===== src/rtl/instr_fetch_unit.sv =====
// ---------------------------------------------------------------------------
// instr_fetch_unit
//   Instruction fetch sequencer. Owns the program counter and issues word
//   reads to instruction memory over a req/ack handshake. Each fetched
//   instruction is presented to decode with a valid/ready handshake. Execute
//   redirects the PC on a taken branch or jump.
//
// Ports
//   clk          in   system clock, all state on rising edge
//   rst_n        in   asynchronous active-low reset
//   fetch_en     in   run enable; low stops new requests (in-flight completes)
//   imem_req     out  read request to instruction memory
//   imem_addr    out  word address, stable while imem_req high
//   imem_ack     in   read complete; imem_rdata valid this cycle
//   imem_rdata   in   read data
//   instr        out  fetched instruction
//   instr_pc     out  address of instr
//   opcode       out  instr top 4 bits
//   instr_valid  out  instr/instr_pc/opcode valid
//   instr_ready  in   decode accepts (handshake = instr_valid & instr_ready)
//   redirect     in   taken branch/jump, single-cycle pulse
//   redirect_pc  in   new fetch address, sampled when redirect high
//
// All outputs come straight from registers.
// ---------------------------------------------------------------------------
module instr_fetch_unit #(
  parameter int          ADDR_W   = 8,
  parameter int          INSTR_W  = 16,
  parameter int unsigned RESET_PC = 0
) (
  input  logic               clk,
  input  logic               rst_n,
  input  logic               fetch_en,
  output logic               imem_req,
  output logic [ADDR_W-1:0]  imem_addr,
  input  logic               imem_ack,
  input  logic [INSTR_W-1:0] imem_rdata,
  output logic [INSTR_W-1:0] instr,
  output logic [ADDR_W-1:0]  instr_pc,
  output logic [3:0]         opcode,
  output logic               instr_valid,
  input  logic               instr_ready,
  input  logic               redirect,
  input  logic [ADDR_W-1:0]  redirect_pc
);

  localparam logic [ADDR_W-1:0] PC_RST = ADDR_W'(RESET_PC);

  typedef enum logic [1:0] {
    IDLE = 2'd0,
    REQ  = 2'd1,
    HOLD = 2'd2
  } state_t;

  state_t               r_state;
  state_t               w_state_nxt;

  logic [ADDR_W-1:0]    r_pc;
  logic                 r_imem_req;
  logic [ADDR_W-1:0]    r_imem_addr;
  logic [INSTR_W-1:0]   r_instr;
  logic [ADDR_W-1:0]    r_instr_pc;
  logic [3:0]           r_opcode;
  logic                 r_instr_valid;
  // Set when a redirect lands while a request is outstanding: the response
  // for that request belongs to the old path and must be dropped.
  logic                 r_kill;

  logic [ADDR_W-1:0]    w_pc_nxt;
  logic                 w_req_nxt;
  logic [ADDR_W-1:0]    w_addr_nxt;
  logic [INSTR_W-1:0]   w_instr_nxt;
  logic [ADDR_W-1:0]    w_ipc_nxt;
  logic [3:0]           w_op_nxt;
  logic                 w_vld_nxt;
  logic                 w_kill_nxt;

  logic                 w_hs;
  logic [ADDR_W-1:0]    w_tgt;
  logic [ADDR_W-1:0]    w_pc_inc;

  assign w_hs     = r_instr_valid & instr_ready;
  // A redirect arriving this cycle takes priority over the stored pc.
  assign w_tgt    = redirect ? redirect_pc : r_pc;
  assign w_pc_inc = r_imem_addr + ADDR_W'(1);

  // State register
  always_ff @(posedge clk or negedge rst_n) begin
    if (!rst_n) begin
      r_state <= IDLE;
    end else begin
      r_state <= w_state_nxt;
    end
  end

  // Next-state logic
  always_comb begin
    w_state_nxt = r_state;
    case (r_state)
      IDLE: begin
        if (fetch_en) w_state_nxt = REQ;
      end
      REQ: begin
        if (imem_ack) begin
          if (r_kill || redirect) w_state_nxt = fetch_en ? REQ : IDLE;
          else                    w_state_nxt = HOLD;
        end
      end
      HOLD: begin
        if (redirect || w_hs) w_state_nxt = fetch_en ? REQ : IDLE;
      end
      default: w_state_nxt = IDLE;
    endcase
  end

  // Output / datapath next values
  always_comb begin
    w_pc_nxt    = r_pc;
    w_req_nxt   = r_imem_req;
    w_addr_nxt  = r_imem_addr;
    w_instr_nxt = r_instr;
    w_ipc_nxt   = r_instr_pc;
    w_op_nxt    = r_opcode;
    w_vld_nxt   = r_instr_valid;
    w_kill_nxt  = r_kill;
    case (r_state)
      IDLE: begin
        if (redirect) w_pc_nxt = redirect_pc;
        if (fetch_en) begin
          w_req_nxt  = 1'b1;
          w_addr_nxt = w_tgt;
        end
      end
      REQ: begin
        if (imem_ack) begin
          if (r_kill || redirect) begin
            // Stale response: drop it and restart at the redirect target.
            w_kill_nxt = 1'b0;
            w_pc_nxt   = w_tgt;
            w_req_nxt  = fetch_en;
            if (fetch_en) w_addr_nxt = w_tgt;
          end else begin
            w_instr_nxt = imem_rdata;
            w_ipc_nxt   = r_imem_addr;
            w_op_nxt    = imem_rdata[INSTR_W-1 -: 4];
            w_vld_nxt   = 1'b1;
            w_pc_nxt    = w_pc_inc;
            w_req_nxt   = 1'b0;
          end
        end else if (redirect) begin
          // Request must complete before the new path can start; remember
          // the latest target until then.
          w_kill_nxt = 1'b1;
          w_pc_nxt   = redirect_pc;
        end
      end
      HOLD: begin
        if (redirect) begin
          // A coincident handshake is still treated as accepted; either way
          // the presented instruction is withdrawn.
          w_vld_nxt = 1'b0;
          w_pc_nxt  = redirect_pc;
          w_req_nxt = fetch_en;
          if (fetch_en) w_addr_nxt = redirect_pc;
        end else if (w_hs) begin
          w_vld_nxt = 1'b0;
          w_req_nxt = fetch_en;
          if (fetch_en) w_addr_nxt = r_pc;
        end
      end
      default: begin
        w_req_nxt = 1'b0;
        w_vld_nxt = 1'b0;
      end
    endcase
  end

  // Registered outputs and datapath
  always_ff @(posedge clk or negedge rst_n) begin
    if (!rst_n) begin
      r_pc          <= PC_RST;
      r_imem_req    <= 1'b0;
      r_imem_addr   <= PC_RST;
      r_instr       <= '0;
      r_instr_pc    <= '0;
      r_opcode      <= '0;
      r_instr_valid <= 1'b0;
      r_kill        <= 1'b0;
    end else begin
      r_pc          <= w_pc_nxt;
      r_imem_req    <= w_req_nxt;
      r_imem_addr   <= w_addr_nxt;
      r_instr       <= w_instr_nxt;
      r_instr_pc    <= w_ipc_nxt;
      r_opcode      <= w_op_nxt;
      r_instr_valid <= w_vld_nxt;
      r_kill        <= w_kill_nxt;
    end
  end

  assign imem_req    = r_imem_req;
  assign imem_addr   = r_imem_addr;
  assign instr       = r_instr;
  assign instr_pc    = r_instr_pc;
  assign opcode      = r_opcode;
  assign instr_valid = r_instr_valid;

endmodule


===== config.mk =====
export PLATFORM = sky130hd
export DESIGN_NAME = instr_fetch_unit
export DESIGN_NICKNAME = d
export VERILOG_FILES = /design/src/rtl/instr_fetch_unit.sv
export SDC_FILE = /design/constraint.sdc
export NUM_CORES = 1
export LEC_CHECK = 0
export CORE_UTILIZATION = 41
export DETAILED_ROUTE_END_ITERATION = 10
export PLACE_DENSITY_LB_ADDON = 0.3
export REMOVE_ABC_BUFFERS = 1
export SLEW_MARGIN = 20
export SYNTH_ARGS = -nofsm -noshare
export SYNTH_HDL_FRONTEND = slang
export SYNTH_SLANG_ARGS = --single-unit

===== constraint.sdc =====
create_clock -name clk -period 1.6 [get_ports clk]
set_clock_uncertainty 0.1 [all_clocks]
set_input_delay 0.32 -clock clk [delete_from_list [all_inputs] [get_ports clk]]
set_output_delay 0.32 -clock clk [all_outputs]
set_load 0.05 [all_outputs]

==> impl_metrics.ini, run 1 <==
[sta]
tightest_slew_ns = 0.258
min_period_over_period = 0.981
setup_violations = 0
holdWs_ns = 0.413
relSlewSlack = 0.827
drv_slew = 0
fin_crit_ns = 1.57
fin_tns_setup_ns = 0
fmax_ghz = 0.637
hold_viol = 0

[synth]
ys_types = 32
synth_cells = 163
async_flop_share = 1.00
ys_ff_latch = 44
avgSynthCellArea_um2 = 13.0
netlist_area_um2 = 2120
synth_edf_count = 0
yosysTopAreaCell = dfrtp_1
ys_top_cells_by_count = dfrtp_1, mux2_2, mux2_4
yosys_warnings = 0
synth_top_area_share = 0.519
seq_area_frac_synth = 0.519
synth.most_common_cell = dfrtp_1
yosys_most_used_dff = dfrtp_1
synth_area_leaders = dfrtp_1, mux2_2, mux2_4, buf_4, nand2_1

[cts]
cts_max_level = 2
clk_latency_ns = 0.30
clock-root-buffer = clkbuf_8
numCtsBuffers = 5
clock_path_buffers = 2
cts_tree = done
cts_sinks = 44
clkSlewWorstSetupHoldPaths_ns = 0.08

[power]
leakagePower_uw = 0.00160
total_power_uw = 8040
power_density_nw_per_um2 = 2260
peakVddDrop_v = 0.00129

[floorplan]
start_util = 0.437
rows = 25
core_area_um2 = 4850
fp.dieH_um = 73.9
dieWidth_um = 73.9
dieArea_um2 = 5460
num_io_pins = 68

[placed_design]
hpwl_um = 3610
io_buffers = 67
place_inst = 310
gp_congestion = 0.797

[setup_path]
crit_chain = clkdlybuf4s50_1 > a211oi_1 > nand2_2 > nand3_4 > mux2_4
cp-start-kind = primary input
slowest_stage = clkdlybuf4s50_1
cp-end-kind = flop
cpPeakStageDelay_ns = 0.42
worstPathArrival_ns = 1.66
path_max_fanout = 5
critical_path_class = primary input to flop
worstPathRequired_ns = 1.69

[global_route]
grt_max_degree = 45
overflow = 0
grt_pass1_vias = 1700
antenna_found_initial = 0
grt_pass1_wl_um = 8110
grt_use_total = 0.199

[cells_and_area]
area_delta_synth_final_pct = 67.9
finalNetCount = 284
utilization = 0.734
n_antenna_cell = 0
final_layout_size_suffix_gt1_frac = 0.480
fill_cells = 327
final-instance-count-excl-fill = 321

[detailed_routing]
wl_um = 5070
num_vias = 1657
met1_length_um = 2070
routed.top_layer = met4
wl_met2_um = 2570
post_drt_via_cell_ratio = 5.16
wl_met3_um = 364
wl_per_cell_um = 15.8
drc = 0
drtIter0Drc = 91
first_pass_iters = 4
ant_nets = 0

[worst_hold_path]
hp-class = flop to flop

[outcome]
outcome = finished, final reports clean

[run]
drv_cap = 0
==> through the flow <==
| stage | setup WS (ns) | area, um^2 |
|---|---|---|
| final | 0.0302 | 3560 |
| after global routing | -0.00366 | 3560 |
| after CTS | 0.00000167 | 3510 |
| after detailed placement | -0.416 | 3380 |
| after global placement | -0.387 | 3380 |
| after floorplan | -0.438 | 2020 |
==> metal layers <==
metal / GRT usage / vias up
met4: 0.0449 / 0
met5: 0 / -
met3: 0.0754 / 6
met2: 0.342 / 70
li1: - / 750
met1: 0.237 / 831
==> sequential cells by signal (all words and copies together), names as in the netlist <==
register,cells
imem_addr,8
instr,16
instr_pc,8
instr_valid,1
r_kill,1
r_pc,8
r_state,2
==> power by group <==
group / switching (uW) / internal (uW) / total (uW)
clock: 404 / 511 / 915
sequential: 549 / 1590 / 2140
combinational: 2430 / 2570 / 4990
total: 3380 / 4660 / 8040
==> path summary, 6_finish.rpt <==
kind                                   from            to  slack [ns]  cells past startpoint
worst max-delay path            instr_ready  imem_addr[5]        0.03                      5
worst min-delay path                r_pc[5]       r_pc[5]        0.41                      2
worst max register to register   r_state[1]  imem_addr[5]        0.04                      5
worst min register to register      r_pc[5]       r_pc[5]        0.41                      2
max in group asynchronous             rst_n    r_state[1]        0.76                      3
min in group asynchronous             rst_n  imem_addr[6]        0.42                      3
==> logic make-up (layout without fill, tap and decap cells) <==
kind of cell	count (synthesis)	count (layout)	synth area share
simple gates	31	32	0.0868
xor+xnor	6	6	0.0248
compound gates	27	27	0.0903
flops	44	44	0.519
fa+ha+maj	1	1	0.00590
mux	37	37	0.219
buf+inv	17	107	0.0537
==> cell usage in the layout (no fill, tap or decap), types with 2 or more instances in the layout <==
master | netlist | routed
mux2_4 | 13 | 13
nand3_4 | 1 | 2
clkdlybuf4s50_1 | 0 | 26
mux2_2 | 23 | 23
a21oi_1 | 7 | 7
inv_1 | 5 | 5
a221oi_2 | 2 | 2
buf_12 | 0 | 41
nand3_1 | 7 | 7
nand2_1 | 10 | 9
o21ai_0 | 7 | 7
o31ai_1 | 2 | 2
nor2_1 | 3 | 3
xor2_1 | 4 | 4
nand2b_1 | 3 | 2
dfrtp_1 | 44 | 43
xnor2_1 | 2 | 2
buf_4 | 5 | 23
a22o_1 | 2 | 2
a32oi_1 | 3 | 3
clkbuf_8 | 0 | 6
and3_1 | 2 | 2
==> final cells by class <==
class,instances,area (um^2),area share
clock buffer,6,82.6,0.0232
clock inverter,2,38.8,0.0109
inverter,5,18.8,0.00527
multi-input combinational,103,942,0.265
sequential,44,1100,0.310
tap,67,83.8,0.0236
timing repair buffer,94,1290,0.363
==> repair_timing <==
item	in CTS	in global routing
gates resized for setup	1	7
endpoints found under the hold margin	44	0
buffers inserted	0	1
pin swaps	0	2
endpoints found under the setup margin	36	12
gates cloned	0	1
hold buffers	1	0
==> critical path, delay by kind of cell <==
kind	cells	cell delay [ns]
muxes	1	0.31
buffers and inverters	1	0.42
AOI/OAI and AO/OA	1	0.26
and+or+nand+nor	2	0.35
Note: power is estimated with default switching activity, not from simulation.
==> run 2: changes to the inputs <==
CORE_MARGIN = 2   (was unset)
==> run 2 against run 1 <==
  * Flip-flop and latch count did not move
  * Total power rose by 0.98%
  * Clock-buffer cell count rose by 1
  * Final cell count rose by 0.62%
  * Utilization fell by 2.5 points
  * Register-to-register slack barely moved
  * Non-clock buffer count fell by 1
  * Sequential power barely moved
  * Largest power group unchanged
  * Highest routed layer unchanged
==> impl_metrics.ini, run 2 (synthesis results as in run 1) <==
[cts]
cts_max_level = 2
clock_path_buffers = 2
numCtsBuffers = 5
cts_tree = done
cts_sinks = 44
clk_latency_ns = 0.29
clkSlewWorstSetupHoldPaths_ns = 0.08
clock-root-buffer = clkbuf_8

[detailed_routing]
first_pass_iters = 4
wl_per_cell_um = 16.6
wl_um = 5370
ant_nets = 0
post_drt_via_cell_ratio = 5.10
num_vias = 1647
drc = 0
drtIter0Drc = 96

[run]
drv_cap = 0

[setup_path]
cp-end-kind = flop
path_max_fanout = 11
critical_path_class = flop to flop
critPathTopFamily = flip-flops
cpPeakStageDelay_ns = 0.44
worstPathRequired_ns = 1.68
cp-start-kind = flop
critPathBufInv = 1
crit_chain = nor2_4 > and3_4 > buf_12 > mux2_2
slowest_stage = dfrtp_1
worstPathArrival_ns = 1.65

[sta]
fmax_ghz = 0.636
relSlewSlack = 0.799
hold_viol = 0
fin_crit_ns = 1.57
setup_ws_ns = 0.0286
rsz0062_at_grt = yes
drv_slew = 0
tightest_slew_ns = 0.301
min_period_over_period = 0.982
setup_violations = 0

[global_route]
use_met3 = 0.0762
grt_pass1_wl_um = 9200
grtUsageMet1 = 0.252
grt_max_degree = 45
overflow = 0
met2_usage = 0.317
antenna_found_initial = 0
grt_use_total = 0.199
grt_most_used_layer = met2
grt_pass1_vias = 1882

[cells_and_area]
n_antenna_cell = 0
final_common_cell = dfrtp_1
final-instance-count-excl-fill = 323
fin_area_um2 = 3580
fill_cells = 341
multi_input_area_um2 = 948
finalNetCount = 283
seqCellArea_um2 = 1100
final_layout_size_suffix_gt1_frac = 0.474
largest_register_ffs = 16
final_cell_mix = dfrtp_1, buf_12, clkdlybuf4s50_1, mux2_2, buf_4
area_delta_synth_final_pct = 68.8
utilization = 0.709

[power]
peakVddDrop_v = 0.00154
leakagePower_uw = 0.00161
total_power_uw = 8120
power_density_nw_per_um2 = 2270

[outcome]
outcome = finished, final reports clean

[placed_design]
hpwl_um = 3690
io_buffers = 67
gp_congestion = 0.794
preCtsSetupSlack_ns = -0.386
place_inst = 310
place_area_um2 = 3370

[worst_hold_path]
hp-class = flop to flop

[floorplan]
fp.dieH_um = 75.9
start_util = 0.420
core_area_um2 = 5040
dieWidth_um = 75.9
dieArea_um2 = 5760
num_io_pins = 68
rows = 26
[run 2: cell count changes in the layout (fill, tap and decap cells not counted), sizes merged]
cell,previous run,this run
buf,65,64
clkbuf,6,7
clkinv,1,0
dlygate4sd2,1,2
dlymetal6s2s,1,0
[run 2: path summary, 6_finish.rpt]
path	end	slack [ns]	cells after the start	startpoint
setup / recovery	instr[1]	0.03	4	r_kill
hold / removal	r_pc[4]	0.37	2	r_pc[4]
setup reg to reg	instr[1]	0.03	4	r_kill
hold reg to reg	r_pc[4]	0.37	2	r_pc[4]
max in group asynchronous	instr[14]	0.75	3	rst_n
min in group asynchronous	r_state[0]	0.43	3	rst_n
[run 2: power by group]
group	internal (uW)	leakage [uW]	switching [uW]
registers	1590	0.000528	552
logic	2600	0.00101	2450
clock network	551	0.0000645	385
total	4740	0.00161	3390
[run 2: what timing repair did]
item                       CTS  global route
gates cloned                 1             0
pin swaps                    1             4
setup endpoints to repair   34            15
resized for setup            3             6
hold endpoints to repair    44             0
setup buffers                0             3
hold buffers                 1             0
[run 2: worst min-delay path, stage by stage, from the launching register on]
cell and delay, ns:
dfrtp_1 0.34, nand2_1 0.05, nand2_1 0.05
[run 2: metrics by stage]
stage / hold slack, ns / setup TNS (ns)
3_5_place_dp: 0.221 / -13.82
2_1_floorplan: -0.0756 / -12.40
3_3_place_gp: 0.220 / -12.37
4_1_cts: 0.375 / 0
5_1_grt: 0.415 / -0.214
6_report: 0.370 / 0
[run 2: final cells by class]
| cell class | count | area share |
|---|---|---|
| clock buffers | 7 | 0.0269 |
| clock inverters | 1 | 0.00839 |
| inverters | 5 | 0.00525 |
| multi-input cells | 103 | 0.265 |
| flip-flops and latches | 44 | 0.308 |
| well taps | 70 | 0.0245 |
| repair buffers | 93 | 0.362 |
[run 2: routing by layer]
metal  up-vias  share of wire
met2        73           0.47
met5         -              0
met1       806           0.43
met4         0          0.020
met3        13          0.082
li1        755              -
==> run 3: changes to the inputs <==
MAX_ROUTING_LAYER = met4   (was unset)
==> run 3 against run 2 <==
  * Combinational power hardly changed
  * Utilization up 0.15 points
  * Maximum frequency about the same
  * Sequential power is essentially flat
  * Critical endpoint is now instr[3]
  * Highest routed layer unchanged
==> impl_metrics.ini, run 3 (synthesis results as in run 1) <==
[setup_path]
r2r-start = r_kill
r2r_cells = 4
slowest_stage = dfrtp_1
cp-end-kind = flop
cp-start-kind = flop
worstPathRequired_ns = 1.68
path_max_fanout = 11
r2r_setup_slack_ns = 0.03
critical_path_class = flop to flop
r2r-end = instr[3]
worstPathArrival_ns = 1.65
cpPeakStageDelay_ns = 0.44
crit_chain = nor2_4 > and3_4 > buf_12 > mux2_2

[floorplan]
dieWidth_um = 75.9
core_area_um2 = 5040
num_io_pins = 68
dieArea_um2 = 5760
fp.dieH_um = 75.9
rows = 26
start_util = 0.420

[global_route]
grt_max_degree = 45
overflow = 0
antenna_found_initial = 0
grt_pass1_wl_um = 9170
grt_use_total = 0.205
grt_pass1_vias = 1898

[detailed_routing]
wl_per_cell_um = 16.6
drc = 0
num_vias = 1642
post_drt_via_cell_ratio = 5.08
wl_um = 5370
ant_nets = 0
first_pass_iters = 4
drtIter0Drc = 89

[placed_design]
io_buffers = 67
hpwl_um = 3690
place_area_um2 = 3370
place_inst = 310
gp_congestion = 0.805

[sta]
fin_crit_ns = 1.57
min_period_over_period = 0.983
drv_slew = 0
hold_viol = 0
relSlewSlack = 0.798
rsz0062_at_grt = yes
fmax_ghz = 0.636
setup_violations = 0
tightest_slew_ns = 0.304

[worst_hold_path]
hp-class = flop to flop
holdPathEnd = r_pc[4]
hp-start = r_pc[4]
whs_path_depth = 2

[cells_and_area]
final_layout_size_suffix_gt1_frac = 0.474
fin_area_um2 = 3580
final_common_cell = dfrtp_1
finalNetCount = 283
final_cell_mix = dfrtp_1, buf_12, clkdlybuf4s50_1, mux2_2, buf_4
n_antenna_cell = 0
final-instance-count-excl-fill = 323
fill_cells = 337
largest_register_ffs = 16
area_delta_synth_final_pct = 69.1
seqCellArea_um2 = 1100
multi_input_area_um2 = 956

[power]
peakVddDrop_v = 0.00154
leakagePower_uw = 0.00161
power_density_nw_per_um2 = 2270

[cts]
cts_tree = done
clock-root-buffer = clkbuf_8
clock_path_buffers = 2
cts_sinks = 44
cts_max_level = 2
clkSlewWorstSetupHoldPaths_ns = 0.09
numCtsBuffers = 5
clk_latency_ns = 0.29

[outcome]
outcome = finished, final reports clean

[run]
drv_cap = 0
-- run 3: cell counts in the layout (fill, tap and decap cells not counted) --
Identical to the previous run, type by type.
-- run 3: layer usage --
metal,global-route usage,part of all wire
met4,0.0618,0.017
met2,0.319,0.47
met1,0.263,0.45
met3,0.0583,0.059
met5,-,0
-- run 3: where the power goes --
group | switching [uW] | internal (uW) | total, uW
Sequential | 553 | 1590 | 2140
Clock | 385 | 551 | 936
Combinational | 2450 | 2610 | 5060
-- run 3: stage by stage --
stage	power, uW	utilization	setup slack (ns)	setup TNS [ns]	hold slack [ns]
after floorplan	4400	-	-0.438	-12.40	-0.0756
after global placement	7060	0.669	-0.346	-12.37	0.220
after detailed placement	7140	0.669	-0.386	-13.82	0.221
after CTS	8100	0.698	0.0169	0	0.375
after global routing	8480	0.711	-0.0210	-0.198	0.415
final	8140	0.711	0.0271	0	0.371
-- run 3: worst max path at each step --
stage / cells after the start / slack [ns] / from / to
2_1_floorplan: 3 / -0.44 / r_state[0] / instr[12]
3_3_place_gp: 4 / -0.35 / redirect / imem_addr[2]
3_5_place_dp: 4 / -0.39 / redirect / imem_addr[2]
4_1_cts: 4 / 0.02 / r_state[1] / imem_addr[2]
5_1_grt: 4 / -0.02 / r_state[0] / instr[2]
6_report: 4 / 0.03 / r_kill / instr[3]
-- run 3: timing repair --
item / CTS / global route
hold buffers: 1 / 0
cloned: 1 / 0
gates resized for setup: 3 / 8
endpoints found under the hold margin: 44 / 0
pin swaps: 1 / 4
setup buffers: 0 / 3
setup endpoints to repair: 34 / 16
-- run 3: critical path, delay by kind of cell, from the launching register on --
| family | cells | cell delay (ns) |
|---|---|---|
| muxes | 1 | 0.34 |
| DFF | 1 | 0.44 |
| buffers and inverters | 1 | 0.16 |
| and+or+nand+nor | 2 | 0.42 |
-- run 3: area by class of cell --
cell class	instances	area share
timing repair buffer	93	0.361
sequential	44	0.307
multi-input combinational	103	0.267
tap	70	0.0244
clock buffer	7	0.0269
clock inverter	1	0.00838
inverter	5	0.00524
==> variant (flow settings as in run 3) <==
Reset style: synchronous (`rst_n`), changed in 2 clocked blocks. Comments in the files are not updated.
--- a/src/rtl/instr_fetch_unit.sv
+++ b/src/rtl/instr_fetch_unit.sv
@@ -87,3 +87,3 @@
   // State register
-  always_ff @(posedge clk or negedge rst_n) begin
+  always_ff @(posedge clk) begin
     if (!rst_n) begin
@@ -178,3 +178,3 @@
   // Registered outputs and datapath
-  always_ff @(posedge clk or negedge rst_n) begin
+  always_ff @(posedge clk) begin
     if (!rst_n) begin
Function: differs if rst_n is asserted again (counterexample within 4 cycles, from zero or initial values and one cycle with rst_n low); with rst_n held inactive, the same outputs for 4 cycles.
==> variant against run 3 <==
Wire length decreased by 4.1%; sequential cell count unchanged; die area increased by 0.95%; cell area decreased by 3.2%; area after synthesis increased by 1.0%; core utilization decreased by 2.7 points; setup slack improved by 0.066 ns; critical path type is now primary input to register; highest routed layer unchanged.
Power is left out: it rests on default switching activity, and per cell area and clock period it moved more than threefold.
==> variant: results (changes against run 3) <==
[yosys]
synth-async-reset-ratio_pct=0  ; was 100.0%
seq_area_frac_synth_pct=41.15  ; was 51.95%
synthTopCellsByCount=nand2_1 (55), dfxtp_1 (44), a21oi_2 (20)  ; was dfrtp_1 (44), mux2_2 (23), mux2_4 (13)
synth_cell_types=35  ; was 32
netlist_top_cells_area=dfxtp_1 (41%), nand2_1 (9.6%), a21oi_2 (8.2%)  ; was dfrtp_1 (52%), mux2_2 (12%), mux2_4 (9.2%)
ys_warn_count=0  ; unchanged
yosysMostFrequentCell=nand2_1  ; was dfrtp_1

[route]
antenna_left=0  ; unchanged
vias_per_cell=4.917  ; was 5.084
wl_mm=5.145  ; was 5.367 mm
first_pass_iters=4  ; unchanged
drt_iter0_drc=78  ; was 89

[global_route]
grt_pass1_wl_mm=8.583  ; was 9.170 mm
grtUsageTotal_pct=19.03  ; was 20.51%
grt_pass1_vias=1764  ; was 1898
grt_max_degree=26  ; was 45
antenna_found_initial=0  ; unchanged

[min_path]
min_path_cells=2  ; unchanged
hold_class=register to register  ; unchanged

[cts]
clk-insertion-delay-late_ns=0.29  ; about the same
clk_pin_slew_ns=0.08
cts_resized=1  ; was 3
clk_path_buf_depth=2  ; unchanged
cts-root-buf=clkbuf_8  ; unchanged
cts_setup_buffers=0  ; unchanged
cts_buffers=5  ; unchanged
h-tree-depth=2  ; unchanged

[final_layout]
largest_reg_flops=16  ; unchanged
n_antenna_cell=0  ; unchanged
nets=346  ; was 283
drive_above_1_share_pct=37.97  ; was 47.43%
fillers=416  ; was 337

[place]
gp_congestion=0.8647  ; was 0.8050
port_buffers=67  ; unchanged
placed_cell_area_um2=3364  ; was 3373 um2
dp_slack_ns=-0.4000  ; was -0.3859 ns
dp_hpwl_mm=3.875  ; was 3.686 mm

[setup_path]
critical_path.max_stage_delay_ns=0.48  ; was 0.44 ns
critical_path_arrival_ns=1.62  ; was 1.65 ns
crit_family=buffers and inverters  ; was flip-flops
crit_fanout=6  ; was 11
slowest_stage=clkdlybuf4s50_1  ; was dfrtp_1
ff2ff_path_depth=6  ; was 4

[sta]
maxSlewHeadroom_pct=76.77  ; was 79.75%

[status]
status=finished, final reports clean  ; unchanged

[run]
max_cap_violations=0  ; unchanged

[variant: logic make-up after synthesis]
logic type               Yosys count  share of synthesized area, %
flip-flops                        44                         41.15
adder cells (fa/ha/maj)            1                        0.5844
multiplexers                      14                         6.896
XOR/XNOR                           6                         2.455
AO/OA/AOI/OAI                     49                         17.07
buffers and inverters             27                         8.942
AND/OR/NAND/NOR                   96                         22.91
[variant: layout make-up]
class	count	area (um2)	area share [%]
clock inverter	2	35.03	1.009
clock buffer	6	72.57	2.091
multi-input combinational	166	1069	30.79
sequential	44	880.8	25.38
tap	70	87.58	2.523
timing repair buffer	93	1308	37.67
inverter	5	18.77	0.5407
[variant: worst register-to-register path, cell delays in order, from the launching register on]
cell and delay, ns:
dfxtp_1 0.34, buf_4 0.18, a211oi_1 0.17, nand2_1 0.10
nand3_1 0.14, buf_12 0.15, mux2i_1 0.19
[variant: metal layers]
| metal | part of all wire, % | GRT usage [%] | vias to the layer above |
|---|---|---|---|
| met5 | 0 | - | - |
| met4 | 1.2 | 5.455 | 0 |
| met3 | 5.8 | 5.332 | 5 |
| met2 | 46 | 29.03 | 67 |
| met1 | 47 | 24.78 | 867 |
| li1 | - | - | 959 |
[variant: path summary, 6_finish.rpt]
check | to | startpoint | slack, ns
hold / removal | r_pc[1] | r_pc[1] | 0.38
setup / recovery | r_pc[5] | imem_ack | 0.09
hold reg to reg | r_pc[1] | r_pc[1] | 0.38
setup reg to reg | imem_addr[6] | r_state[0] | 0.17
[variant: through the flow]
stage | instances | utilization [%]
2_1_floorplan | 215 | -
3_3_place_gp | 378 | 66.30
3_5_place_dp | 378 | 66.30
4_1_cts | 386 | 68.39
5_1_grt | 386 | 68.39
6_report | 386 | 68.39
